<file path="config.mk">
export PLATFORM = sky130hd
export DESIGN_NAME = switch_nport_rr
export DESIGN_NICKNAME = d
export VERILOG_FILES = /design/src/rtl/switch_nport_rr.sv
export SDC_FILE = /design/constraint.sdc
export NUM_CORES = 1
export LEC_CHECK = 0
export CORE_ASPECT_RATIO = 1.4
export CORE_MARGIN = 5
export CORE_UTILIZATION = 52
export DETAILED_ROUTE_END_ITERATION = 16
export GPL_TIMING_DRIVEN = 0
export PLACE_DENSITY = 0.76
export SLEW_MARGIN = 20
export SYNTH_ARGS = -nofsm -noshare
export SYNTH_HDL_FRONTEND = slang
export SYNTH_SLANG_ARGS = --single-unit
</file>
<file path="constraint.sdc">
create_clock -name clk -period 3.5 [get_ports clk]
set_input_delay 0.35 -clock clk [delete_from_list [all_inputs] [get_ports clk]]
set_output_delay 0.35 -clock clk [all_outputs]
set_load 0.02 [all_outputs]
</file>
<file path="src/rtl/switch_nport_rr.sv">
// switch_nport_rr: N-port switch. Each input has an ingress FIFO. A round-robin arbiter
// grants one head word per cycle onto a shared bus, which multicasts it into registered output slots.
// Latency: 2 cycles from input accept to out_valid when uncontended. A head whose outputs are busy stalls only its own FIFO.

// Ingress FIFO: registered count, no write-through when full, pop ignored when empty.
// Latency 1 cycle from push to visible head; full is a pure function of registered count.
// Backpressure: the caller must gate push with !full; push while full is discarded.
module switch_nport_rr_fifo #(
  parameter int WIDTH = 8,
  parameter int DEPTH = 4
) (
  input  logic             clk,
  input  logic             rst,
  input  logic             push,
  input  logic [WIDTH-1:0] wdata,
  input  logic             pop,
  output logic [WIDTH-1:0] rdata,
  output logic             full,
  output logic             empty
);

  localparam int PTR_W = (DEPTH > 1) ? $clog2(DEPTH) : 1;
  localparam int CNT_W = PTR_W + 1;

  logic [WIDTH-1:0] mem [DEPTH];
  logic [PTR_W-1:0] wr_ptr;
  logic [PTR_W-1:0] rd_ptr;
  logic [CNT_W-1:0] cnt;
  logic             do_push;
  logic             do_pop;

  assign full    = (cnt == CNT_W'(DEPTH));
  assign empty   = (cnt == '0);
  assign do_push = push && !full;
  assign do_pop  = pop && !empty;
  assign rdata   = mem[rd_ptr];

  // Payload storage; contents are don't-care until written, so it carries no reset.
  always_ff @(posedge clk) begin
    if (do_push) begin
      mem[wr_ptr] <= wdata;
    end
  end

  // Pointers wrap naturally because DEPTH is a power of two; count tracks occupancy.
  always_ff @(posedge clk or posedge rst) begin
    if (rst) begin
      wr_ptr <= '0;
      rd_ptr <= '0;
      cnt    <= '0;
    end else begin
      if (do_push) begin
        wr_ptr <= wr_ptr + PTR_W'(1);
      end
      if (do_pop) begin
        rd_ptr <= rd_ptr + PTR_W'(1);
      end
      cnt <= cnt + CNT_W'(do_push) - CNT_W'(do_pop);
    end
  end

endmodule

module switch_nport_rr #(
  parameter  int NUM_PORTS  = 4,
  parameter  int DATA_WIDTH = 8,
  parameter  int FIFO_DEPTH = 4,
  localparam int SRC_W      = $clog2(NUM_PORTS)
) (
  input  logic                            clk,
  input  logic                            rst,
  input  logic [NUM_PORTS-1:0]            in_valid,
  output logic [NUM_PORTS-1:0]            in_ready,
  input  logic [NUM_PORTS*DATA_WIDTH-1:0] in_data,
  input  logic [NUM_PORTS*NUM_PORTS-1:0]  in_dest,
  output logic [NUM_PORTS-1:0]            out_valid,
  input  logic [NUM_PORTS-1:0]            out_ready,
  output logic [NUM_PORTS*DATA_WIDTH-1:0] out_data,
  output logic [NUM_PORTS*SRC_W-1:0]      out_src,
  output logic [15:0]                     drop_cnt
);

  // Each FIFO entry carries the destination mask above the payload.
  localparam int ENT_W = NUM_PORTS + DATA_WIDTH;

  logic [NUM_PORTS-1:0]  full;
  logic [NUM_PORTS-1:0]  empty;
  logic [NUM_PORTS-1:0]  push;
  logic [NUM_PORTS-1:0]  pop;
  logic [NUM_PORTS-1:0]  req;
  logic [NUM_PORTS-1:0]  free;
  logic [ENT_W-1:0]      head_ent  [NUM_PORTS];
  logic [DATA_WIDTH-1:0] head_data [NUM_PORTS];
  logic [NUM_PORTS-1:0]  head_dest [NUM_PORTS];

  logic [SRC_W-1:0]      rr_ptr;
  logic                  gnt_vld;
  logic [SRC_W-1:0]      gnt_idx;
  logic [DATA_WIDTH-1:0] gnt_data;
  logic [NUM_PORTS-1:0]  gnt_dest;

  // Ingress buffering, one FIFO per input port.
  for (genvar i = 0; i < NUM_PORTS; i++) begin : g_in
    switch_nport_rr_fifo #(
      .WIDTH (ENT_W),
      .DEPTH (FIFO_DEPTH)
    ) u_fifo (
      .clk   (clk),
      .rst   (rst),
      .push  (push[i]),
      .wdata ({in_dest[i*NUM_PORTS +: NUM_PORTS], in_data[i*DATA_WIDTH +: DATA_WIDTH]}),
      .pop   (pop[i]),
      .rdata (head_ent[i]),
      .full  (full[i]),
      .empty (empty[i])
    );
  end

  // in_ready depends only on registered FIFO occupancy, never on this cycle's pop.
  assign in_ready = ~full;

  // An output slot can take a new word if it is empty or is being drained this cycle.
  assign free = ~out_valid | out_ready;

  // Split head entries and form requests: a head may go only if its whole mask is free.
  always_comb begin
    push = '0;
    req  = '0;
    for (int i = 0; i < NUM_PORTS; i++) begin
      push[i]                    = in_valid[i] && !full[i];
      {head_dest[i], head_data[i]} = head_ent[i];
      // A zero mask trivially passes the free test, so dropped words never stall.
      req[i] = !empty[i] && ((head_dest[i] & ~free) == '0);
    end
  end

  // Round-robin search starting at rr_ptr; the first requester found wins.
  always_comb begin
    int idx;
    idx      = 0;
    gnt_vld  = 1'b0;
    gnt_idx  = '0;
    gnt_data = '0;
    gnt_dest = '0;
    for (int k = 0; k < NUM_PORTS; k++) begin
      idx = int'(rr_ptr) + k;
      if (idx >= NUM_PORTS) begin
        idx = idx - NUM_PORTS;
      end
      if (!gnt_vld && req[idx]) begin
        gnt_vld  = 1'b1;
        gnt_idx  = SRC_W'(idx);
        gnt_data = head_data[idx];
        gnt_dest = head_dest[idx];
      end
    end
  end

  // Only the granted FIFO pops; this one-hot decode feeds the FIFO pop inputs.
  always_comb begin
    pop = '0;
    for (int i = 0; i < NUM_PORTS; i++) begin
      pop[i] = gnt_vld && (gnt_idx == SRC_W'(i));
    end
  end

  // Pointer moves past the winner so it becomes lowest priority next cycle; holds when idle.
  always_ff @(posedge clk or posedge rst) begin
    if (rst) begin
      rr_ptr <= '0;
    end else if (gnt_vld) begin
      rr_ptr <= (gnt_idx == SRC_W'(NUM_PORTS - 1)) ? '0 : gnt_idx + SRC_W'(1);
    end
  end

  // Output slots: load every masked output atomically, otherwise clear once the word is taken.
  always_ff @(posedge clk or posedge rst) begin
    if (rst) begin
      out_valid <= '0;
      out_data  <= '0;
      out_src   <= '0;
    end else begin
      for (int j = 0; j < NUM_PORTS; j++) begin
        if (gnt_vld && gnt_dest[j]) begin
          out_valid[j]                          <= 1'b1;
          out_data[j*DATA_WIDTH +: DATA_WIDTH] <= gnt_data;
          out_src[j*SRC_W +: SRC_W]            <= gnt_idx;
        end else if (out_ready[j]) begin
          out_valid[j] <= 1'b0;
        end
      end
    end
  end

  // Count granted zero-mask words, saturating rather than wrapping.
  always_ff @(posedge clk or posedge rst) begin
    if (rst) begin
      drop_cnt <= '0;
    end else if (gnt_vld && (gnt_dest == '0) && (drop_cnt != 16'hFFFF)) begin
      drop_cnt <= drop_cnt + 16'd1;
    end
  end

endmodule

</file>
### After elaboration in Yosys (flattened, before gate mapping)

Memories as Yosys holds them, arrays and structs flattened.
Cells that the tools add are included.
W data, S select, Z words.

* register bits after elaboration: 90
* memory bits (writable): 192
* bits of input ports: 58
* output and inout bits: 64
* word-level logic and storage cells: 214
* memories: 4

* add/sub/neg operators: 25
* order comparisons: 12
* equal/unequal tests: 8
* mux-type cells: 73
* bitwise operators: 12
* reduce and logical (&&, ||, !) cells: 54

Memories
* g_in[0].u_fifo.mem: words 4, bits a word 12, rd ports 1, clocked after memory_dff 0, write ports 1, line 25 `logic [WIDTH-1:0] mem [DEPTH];`
* g_in[1].u_fifo.mem: words 4, bits a word 12, rd ports 1, clocked after memory_dff 0, write ports 1, line 25
* g_in[2].u_fifo.mem: words 4, bits a word 12, rd ports 1, clocked after memory_dff 0, write ports 1, line 25
* g_in[3].u_fifo.mem: words 4, bits a word 12, rd ports 1, clocked after memory_dff 0, write ports 1, line 25

Operators by type and width (count)
* $ge A32 B3 Y1 const B: 4
* $lt A32 B4 Y1 const B: 4
* $mux W32: 4
* $not A32 Y32: 4
* $mux W8: 12
* $bmux W8 S2: 4
* $mux W4: 12
* $bmux W4 S2: 4
* $logic_and A1 B1 Y1: 29
* $mux W1: 28
* $logic_not A4 Y1: 5
* $add A2 B1 Y2 const B: 9
* $add A16 B1 Y16 const B: 1
* $and A4 B4 Y4: 4
* $ne A16 B16 Y1 const B: 1
* $add A3 B1 Y3: 4
* $eq A3 B3 Y1 const B: 4
* $logic_not A3 Y1: 4
* $not A4 Y4: 3
* $sub A3 B1 Y3: 4
* $sub A3 B3 Y4 const B: 3
* $logic_not A1 Y1: 11
* $mux W2: 5
* $ge A3 B3 Y1 const B: 3
* other kinds (10): 18

### Logic depth before layout (Yosys ltp)

Gate-level depths: netlist of run 1.

* word-level depth: 23
* gate-level depth with buffers: 18
* mapped depth without buffers: 17

### Cells and area by module

Synthesis of run 1 repeated with hierarchy kept, for this count alone.

* cell total of the unflattened synthesis: 891
* area total of the unflattened synthesis: 13500.4 um^2

Modules (own cells, without submodules)
* switch_nport_rr_fifo: instances 4, cells an instance 105, area an instance 2235.9 um^2, sequential area each 1616.6 um^2
* switch_nport_rr: instances 1, cells an instance 471, area an instance 4556.9 um^2, sequential area each 1551.5 um^2

### Least setup slack after synthesis of run 1

OpenSTA, ideal clock, no wires.

* kind: register -> register
* start point: register rr_ptr[0]
* end point: register g_in[1].u_fifo.cnt[2]
* arrival: 3.565 ns
* data required time: 3.375 ns
* path slack: -0.190 ns
* cell stages (with the launch flop): 18
* path buffers: 4
* cells stage by stage: dfrtp_1 > buf_2 > inv_1 > buf_1 > clkbuf_1 > buf_1 > o21ai_0 > a21oi_1 > inv_1 > ha_1 > and3b_1 > ha_1 > inv_1 > ha_1 > inv_1 > fa_1 > xnor2_1 > xnor2_1

* cells in the longest elaborated chain, start to end: 19
* elaborated cells between the ends (all ways): 45

Ends and longest elaborated chain
* from (decl): line 96 `logic [SRC_W-1:0] rr_ptr;`
* from (signal assigned): line 172 `rr_ptr <= (gnt_idx == SRC_W'(NUM_PORTS - 1)) ? '0 : gnt_idx + SRC_W'(1);`
* branches (longest 14 deep; another with $sub A3 B3 Y4)
* $mux W2 *: line 150 `if (!gnt_vld && req[idx]) begin`
* named net gnt_idx[1]: line 98 `logic [SRC_W-1:0] gnt_idx;`
* $eq A2 B1 Y1 *: line 163 `pop[i] = gnt_vld && (gnt_idx == SRC_W'(i));`
* $logic_and A1 B1 Y1 *: line 163
* $logic_and A1 B1 Y1 *: line 35 `assign do_pop = pop && !empty;`
* named net g_in[1].u_fifo.do_pop: line 30 `logic do_pop;`
* $sub A3 B1 Y3 *: line 58 `cnt <= cnt + CNT_W'(do_push) - CNT_W'(do_pop);`
* to (signal assigned): line 58
* to (decl): line 28 `logic [CNT_W-1:0] cnt;`

Mark *: on every way through the listed nets, which the timed path passes. The select of a mux whose other input is x is not followed.
A chain may end at the register's enable or synchronous reset.

### Worst setup path after layout of run 1

* start point: register g_in[1].u_fifo.rd_ptr[1]
* end point: register g_in[1].u_fifo.cnt[2]

* cells in the longest elaborated chain, start to end: 21
* elaborated cells between the ends (all ways): 34

Ends and longest elaborated chain
* from (decl): line 27 `logic [PTR_W-1:0] rd_ptr;`
* from (signal assigned): line 56 `rd_ptr <= rd_ptr + PTR_W'(1);`
* $mem_v2 Z4 W12 *
* $and A4 B4 Y4 *: line 133 `req[i] = !empty[i] && ((head_dest[i] & ~free) == '0);`
* $logic_not A4 Y1 *: line 133
* $logic_and A1 B1 Y1 *: line 133
* $bmux W1 S2: line 150
* $mux W1 (not written as such) (2 in series): line 150
* $mux W1: line 150
* $logic_not A1 Y1: line 150
* (+6 left out)
* $logic_and A1 B1 Y1: line 150
* $mux W2 *: line 150
* named net gnt_idx[1]: line 98
* $eq A2 B1 Y1 *: line 163
* $logic_and A1 B1 Y1 *: line 163
* $logic_and A1 B1 Y1 *: line 35
* named net g_in[1].u_fifo.do_pop: line 30
* $sub A3 B1 Y3 *: line 58

Mark *: on every way through the listed nets, which the timed path passes. The rest lies on a longest branch. The select of a mux whose other input is x is not followed.

==> flow_metrics.py, run 1 <==
metrics = {
    "place": {
        "hpwl_microns": 22200,
        "port_buffers": 121,
        "place.gp.congestion": 0.960,
        "placed_cell_area_sq_um": 14800,
    },
    "global_routing": {
        "grtUsageMet1_pct": 27.0,
        "grt_usage_pct": 22.5,
        "grt_pass1_wl_microns": 49000,
        "grt_pass1_vias": 8727,
        "grt_max_degree": 76,
        "antenna_found_initial": 0,
        "overflow": 0,
        "grt_busiest_layer": "met2",
        "use_met2_pct": 40.3,
        "grt.met3_usage_pct": 3.12,
    },
    "detailed_routing": {
        "drt_iter0_drc": 578,
        "ant_nets": 0,
        "via_count": 8523,
        "routedWlPerCell_microns": 23.0,
        "drt_wl_total_microns": 32600,
        "viasPerCell": 6.00,
        "route.detailed.drc": 0,
        "dr.pass1.iters": 7,
    },
    "clock_tree": {
        "cts-root-buf": "clkbuf_16",
        "htree_num_levels": 1,
        "clkTransAtPathRegs_ns": 0.07,
        "clk_latency_ns": 0.53,
        "clk_path_buf_depth": 3,
        "cts_tree": "done",
        "clock-sinks": 282,
        "cts_made_buffers": 26,
    },
    "worst_setup_path": {
        "cp.required_ns": 3.91,
        "endpoint_kind": "register",
        "crit_path_max_incr_delay_ns": 0.60,
        "crit_chain": "buf_8 -> buf_6 -> mux2i_4 -> nor3_4 -> or4_4 -> nor2_4 -> nor2_2 -> o21ai_2 -> a21oi_4 -> inv_2 -> ha_4 -> and3b_2 -> ha_4 -> inv_2 -> ha_4 -> inv_2 -> fa_2 -> xnor2_2 -> xnor2_1",
        "worstSetupStartpointType": "register",
        "criticalPathCategory": "register to register",
        "critPathMaxFanout": 7,
        "cpMaxStageDelayCell": "or4_4",
        "cp.arrival_ns": 4.11,
    },
    "sta": {
        "setup_viol_count_final": 43,
        "fin_ws_ns": -0.203,
        "fin_crit_sh_pct": 106,
        "hold_viol_final": 0,
        "rsz0062_at_grt": "true",
        "slew_headroom_pct": 45.0,
        "worst_pin_slew_ns": 0.825,
        "setup_tns_ns": -4.95,
        "clock_skew_ns": 0.0128,
        "period_needed_ns": 3.70,
        "drv_slew": 0,
        "max_freq_mhz": 270,
    },
    "yosys": {
        "syn_avg_cell_area_sq_um": 15.2,
        "synthArstFlopShare_pct": 31.9,
        "syn-instance-count": 864,
        "synth_edf_count": 192,
        "synth.cell_area_sq_um": 13100,
        "synth_flop_cell": "edfxtp_1",
        "yosys.area.top_type": "edfxtp_1",
        "yosysTopAreaCellShare_pct": 44.0,
        "synth-seq-area-share_pct": 61.3,
        "ys_seq_elements": 282,
        "synth.distinct_cells": 66,
        "ys_warn_count": 0,
        "ys_top_cells_by_area": "edfxtp_1 (44%), dfrtp_1 (17%), mux4_2 (11%)",
        "postSynthNetCount": 955,
    },
    "floorplan": {
        "boundaryPins": 122,
        "die_width_microns": 144,
        "coreArea_sq_um": 24800,
        "num_rows": 68,
        "start_util_pct": 52.9,
        "die_h_microns": 198,
        "fp.dieArea_sq_um": 28500,
    },
    "min_path": {
        "hp-class": "input pin to asynchronous set/reset pin",
    },
    "outcome": {
        "status": "complete, but fails checks",
        "failed_checks": "negative setup slack",
    },
    "finish": {
        "design_area_sq_um": 17000,
        "area_delta_synth_final_pct": 30.1,
        "drive_gt1_share_pct": 34.7,
        "mostFrequentLayoutCell": "edfxtp_1",
        "fillers": 1584,
        "diodes": 0,
        "fin_util_pct": 68.8,
        "fin_nets": 1177,
        "final_cell_mix": "edfxtp_1 (192), clkdlybuf4s50_1 (121), dfrtp_1 (89)",
    },
    "run": {
        "drv_cap": 0,
    },
}
-- layout make-up --
| type | count | area, sq um | share of cell area, % |
|---|---|---|---|
| sequential | 282 | 8020 | 47.1 |
| multi-input combinational | 501 | 5430 | 31.9 |
| timing repair buffer | 197 | 1870 | 11.0 |
| clock buffer | 34 | 732 | 4.30 |
| tap | 315 | 394 | 2.31 |
| buffer | 42 | 342 | 2.01 |
| inverter | 36 | 144 | 0.845 |
| clock inverter | 14 | 106 | 0.624 |
-- flip-flops by register name, summed over array words and instances (netlist names) --
name                flops
out_data               32
rr_ptr                  2
g_in.u_fifo.mem       192
g_in.u_fifo.cnt        12
g_in.u_fifo.rd_ptr      8
out_valid               4
drop_cnt               16
g_in.u_fifo.wr_ptr      8
out_src                 8
-- final timing paths --
kind                                                      start                                    to  slack, ns  cells past startpoint
setup / recovery           g_in[1].u_fifo.rd_ptr[1]$_DFFE_PP0P_       g_in[1].u_fifo.cnt[2]$_DFF_PP0_      -0.20                     19
hold / removal                                              rst  g_in[2].u_fifo.wr_ptr[1]$_DFFE_PP0P_       0.13                      2
setup reg to reg           g_in[1].u_fifo.rd_ptr[1]$_DFFE_PP0P_       g_in[1].u_fifo.cnt[2]$_DFF_PP0_      -0.20                     19
hold reg to reg                        drop_cnt[15]$_DFFE_PP0P_              drop_cnt[15]$_DFFE_PP0P_       0.49                      1
max in group asynchronous                                   rst              out_valid[3]$_DFFE_PP0P_       2.71                      3
min in group clk                                     in_data[4]    g_in[0].u_fifo.mem[1][4]$_DFFE_PP_       0.45                      1
-- what timing repair did --
action                                  in CTS  in global routing
gates cloned                                 1                  1
buffers inserted                            55                 18
endpoints found under the setup margin      72                 66
pin swaps                                   34                 42
hold buffers                                 0                  0
gates resized for setup                    125                 91
-- Yosys cell counts, types with 10 or more instances --
cell        n
nand2_1    85
nor2_1     18
nor2b_1    13
and3_1     27
a221oi_1   18
clkbuf_1   17
o21ai_0    17
mux2i_1    23
a21oi_1    18
mux4_2     64
edfxtp_1  192
nand4_1    10
dfrtp_1    90
buf_1      10
ha_1       29
xnor2_1    32
inv_1      35
nand3_1    13
mux2_2     51
buf_2      14
-- per-layer routing --
metal,share of wire [%],vias up
li1,-,3747
met2,53,380
met3,6.4,111
met4,5.0,0
met1,36,4285
met5,0,-
-- cells by family after synthesis --
family          count (synthesis)  synth area share, %
simple gates                  208                 8.29
mux                           139                 17.3
buf+inv                        81                 2.66
fa+ha+maj                      33                 3.38
flops                         282                 61.3
compound gates                 86                 4.81
xor+xnor                       35                 2.34
-- stage by stage --
stage          setup WS [ns]  instances  hold slack, ns
6_report              -0.203       1421           0.126
2_1_floorplan        -0.0182        864           0.449
3_5_place_dp           -1.27       1301           0.492
5_1_grt               -0.285       1421           0.147
3_3_place_gp           -1.30       1300           0.475
4_1_cts               -0.222       1403           0.121
-- critical path, delay by kind of cell (launching register included) --
kind                     cells  cell delay [ns]
AO/OA/AOI/OAI                2             0.29
XOR/XNOR                     2             0.27
adder cells (fa/ha/maj)      4             0.84
buffers and inverters        5             0.46
flip-flops                   1             0.35
multiplexers                 1             0.26
AND/OR/NAND/NOR              5             1.12
Power of run 1 is not shown: default switching activity piles up to over one toggle a cycle in this logic, so the estimate is an artifact.
==> run 2: changes to the inputs <==
--- a/config.mk
+++ b/config.mk
@@ -11,6 +11,7 @@
 export DETAILED_ROUTE_END_ITERATION = 16
 export GPL_TIMING_DRIVEN = 0
 export PLACE_DENSITY = 0.76
+export SETUP_SLACK_MARGIN = 0.02
 export SLEW_MARGIN = 20
 export SYNTH_ARGS = -nofsm -noshare
 export SYNTH_HDL_FRONTEND = slang
==> run 2 against run 1 <==
The flow still finishes with violations (negative setup slack); non-clock buffer count shrank 18; final area shrank 0.78%; maximum frequency shrank 1.3%; global-route usage shrank 0.49 points; critical endpoint is now out_data[27]$_DFFE_PP0P_; largest cell class unchanged.
==> flow_metrics.py, run 2 (synthesized netlist as in run 1, its figures left out) <==
metrics = {
    "sta": {
        "worst_pin_slew_ns": 0.708,
        "fin_hold_ws_ns": 0.111,
        "hold_viol_final": 0,
        "drv_slew": 0,
        "rsz0062_at_grt": "true",
        "period_needed_ns": 3.75,
        "max_freq_mhz": 267,
        "setup_viol_count_final": 48,
        "clock_skew_ns": 0.0248,
        "fin_ws_ns": -0.251,
        "fin_crit_sh_pct": 107,
        "slew_headroom_pct": 52.8,
    },
    "detailed_routing": {
        "ant_nets": 0,
        "drt_wl_total_microns": 31600,
        "drt_iter0_drc": 653,
        "via_count": 8359,
        "viasPerCell": 5.96,
        "routedWlPerCell_microns": 22.5,
        "route.detailed.drc": 0,
        "dr.pass1.iters": 5,
    },
    "global_routing": {
        "grt_max_degree": 73,
        "grt_pass1_wl_microns": 47900,
        "grt_usage_pct": 22.0,
        "antenna_found_initial": 0,
        "grt_pass1_vias": 8477,
        "overflow": 0,
    },
    "clock_tree": {
        "cts_hold_buffers": 0,
        "clk_path_buf_depth": 3,
        "cts-root-buf": "clkbuf_16",
        "clk_latency_ns": 0.55,
        "htree_num_levels": 1,
        "clock-sinks": 282,
        "cts_made_buffers": 26,
        "cts_tree": "done",
        "clkTransAtPathRegs_ns": 0.07,
    },
    "place": {
        "dpl.cell_count": 1301,
        "port_buffers": 121,
        "placed_cell_area_sq_um": 14800,
        "hpwl_microns": 21600,
        "place.gp.congestion": 0.958,
    },
    "finish": {
        "area_delta_synth_final_pct": 29.1,
        "fin_nets": 1159,
        "diodes": 0,
        "largest_reg_flops": 192,
        "design_area_sq_um": 16900,
        "drive_gt1_share_pct": 32.8,
        "mostFrequentLayoutCell": "edfxtp_1",
        "layoutNonFillerInstCount": 1403,
        "top_register": "g_in.u_fifo.mem",
        "reg_top3": "g_in.u_fifo.mem (192), out_data (32), drop_cnt (16)",
        "final_cell_mix": "edfxtp_1 (192), clkdlybuf4s50_1 (121), dfrtp_1 (90)",
        "fillers": 1657,
    },
    "run": {
        "drv_cap": 0,
    },
    "worst_setup_path": {
        "criticalPathCategory": "register to register",
        "reg2reg_from": "g_in[2].u_fifo.rd_ptr[0]$_DFFE_PP0P_",
        "worstSetupStartpointType": "register",
        "cp.arrival_ns": 4.16,
        "ff2ff_path_depth": 16,
        "critPathMaxFanout": 10,
        "crit_start": "g_in[2].u_fifo.rd_ptr[0]$_DFFE_PP0P_",
        "cp.required_ns": 3.91,
        "endpoint_kind": "register",
        "reg2reg_to": "out_data[27]$_DFFE_PP0P_",
        "r2r_slack_ns": -0.25,
    },
    "floorplan": {
        "coreArea_sq_um": 24800,
        "die_width_microns": 144,
        "num_rows": 68,
        "boundaryPins": 122,
        "die_h_microns": 198,
        "fp.dieArea_sq_um": 28500,
        "start_util_pct": 52.9,
    },
    "min_path": {
        "hp-class": "input pin to asynchronous set/reset pin",
    },
    "outcome": {
        "failed_checks": "negative setup slack",
        "status": "complete, but fails checks",
    },
}
==> run 2: changes by cell type in the layout (fill, tap and decap cells not counted), moves of 5 or more <==
| cell | previous run | this run |
|---|---|---|
| buf_4 | 62 | 46 |
| ha_4 | 6 | 12 |
| nand2_1 | 75 | 81 |
| clkinv_1 | 2 | 7 |
| clkinv_2 | 8 | 3 |
==> run 2: worst max-delay path by stage <==
stage and endpoint:
6_report out_data[27]$_DFFE_PP0P_, 3_5_place_dp out_data[30]$_DFFE_PP0P_, 5_1_grt drop_cnt[12]$_DFFE_PP0P_, 4_1_cts g_in[1].u_fifo.cnt[2]$_DFF_PP0_, 2_1_floorplan drop_cnt[12]$_DFFE_PP0P_, 3_3_place_gp drop_cnt[12]$_DFFE_PP0P_
==> run 2: layer usage <==
layer	wire length (microns)	vias to the layer above	GRT usage (%)	share of wire (%)
met4	1480	0	8.65	4.7
met2	16600	326	38.9	53
li1	-	3719	-	-
met1	11500	4226	27.3	37
met3	1970	88	2.85	6.2
met5	0	-	0	0
==> run 2: final cells by class <==
| class | count | area [sq um] | share of cell area (%) |
|---|---|---|---|
| sequential | 282 | 8020 | 47.4 |
| clock inverter | 19 | 183 | 1.08 |
| timing repair buffer | 178 | 1740 | 10.3 |
| tap | 315 | 394 | 2.33 |
| multi-input combinational | 501 | 5410 | 32.0 |
| buffer | 43 | 349 | 2.07 |
| inverter | 36 | 146 | 0.866 |
| clock buffer | 29 | 662 | 3.92 |
==> run 2: stage by stage <==
step	worst slack (ns)	setup TNS (ns)	util [%]
floorplan	0.0106	0	-
global placement	-1.13	-133.76	59.6
detailed placement	-1.17	-64.85	59.7
CTS	-0.209	-3.02	66.4
global route	-0.355	-11.07	68.3
finish	-0.251	-6.67	68.3
==> run 2: worst max-delay path, cell delays in order, from the launching register on <==
cell and delay [ns]:
dfrtp_1 0.35, buf_6 0.13, mux4_2 0.55, a22oi_2 0.23, buf_4 0.13, buf_4 0.08
nand4_1 0.13, a2111oi_2 0.41, a31oi_2 0.10, and3_4 0.19, clkbuf_8 0.17, o22ai_1 0.17
o31a_1 0.25, buf_4 0.15, buf_6 0.09, buf_12 0.13, mux2_2 0.35
==> run 2: repair_timing <==
item                       CTS  global route
setup endpoints to repair   72            63
setup buffers               41            15
gates resized for setup    132            75
pin swaps                   39            40
gates cloned                 2             1
Power of run 2 is left out for the same reason.
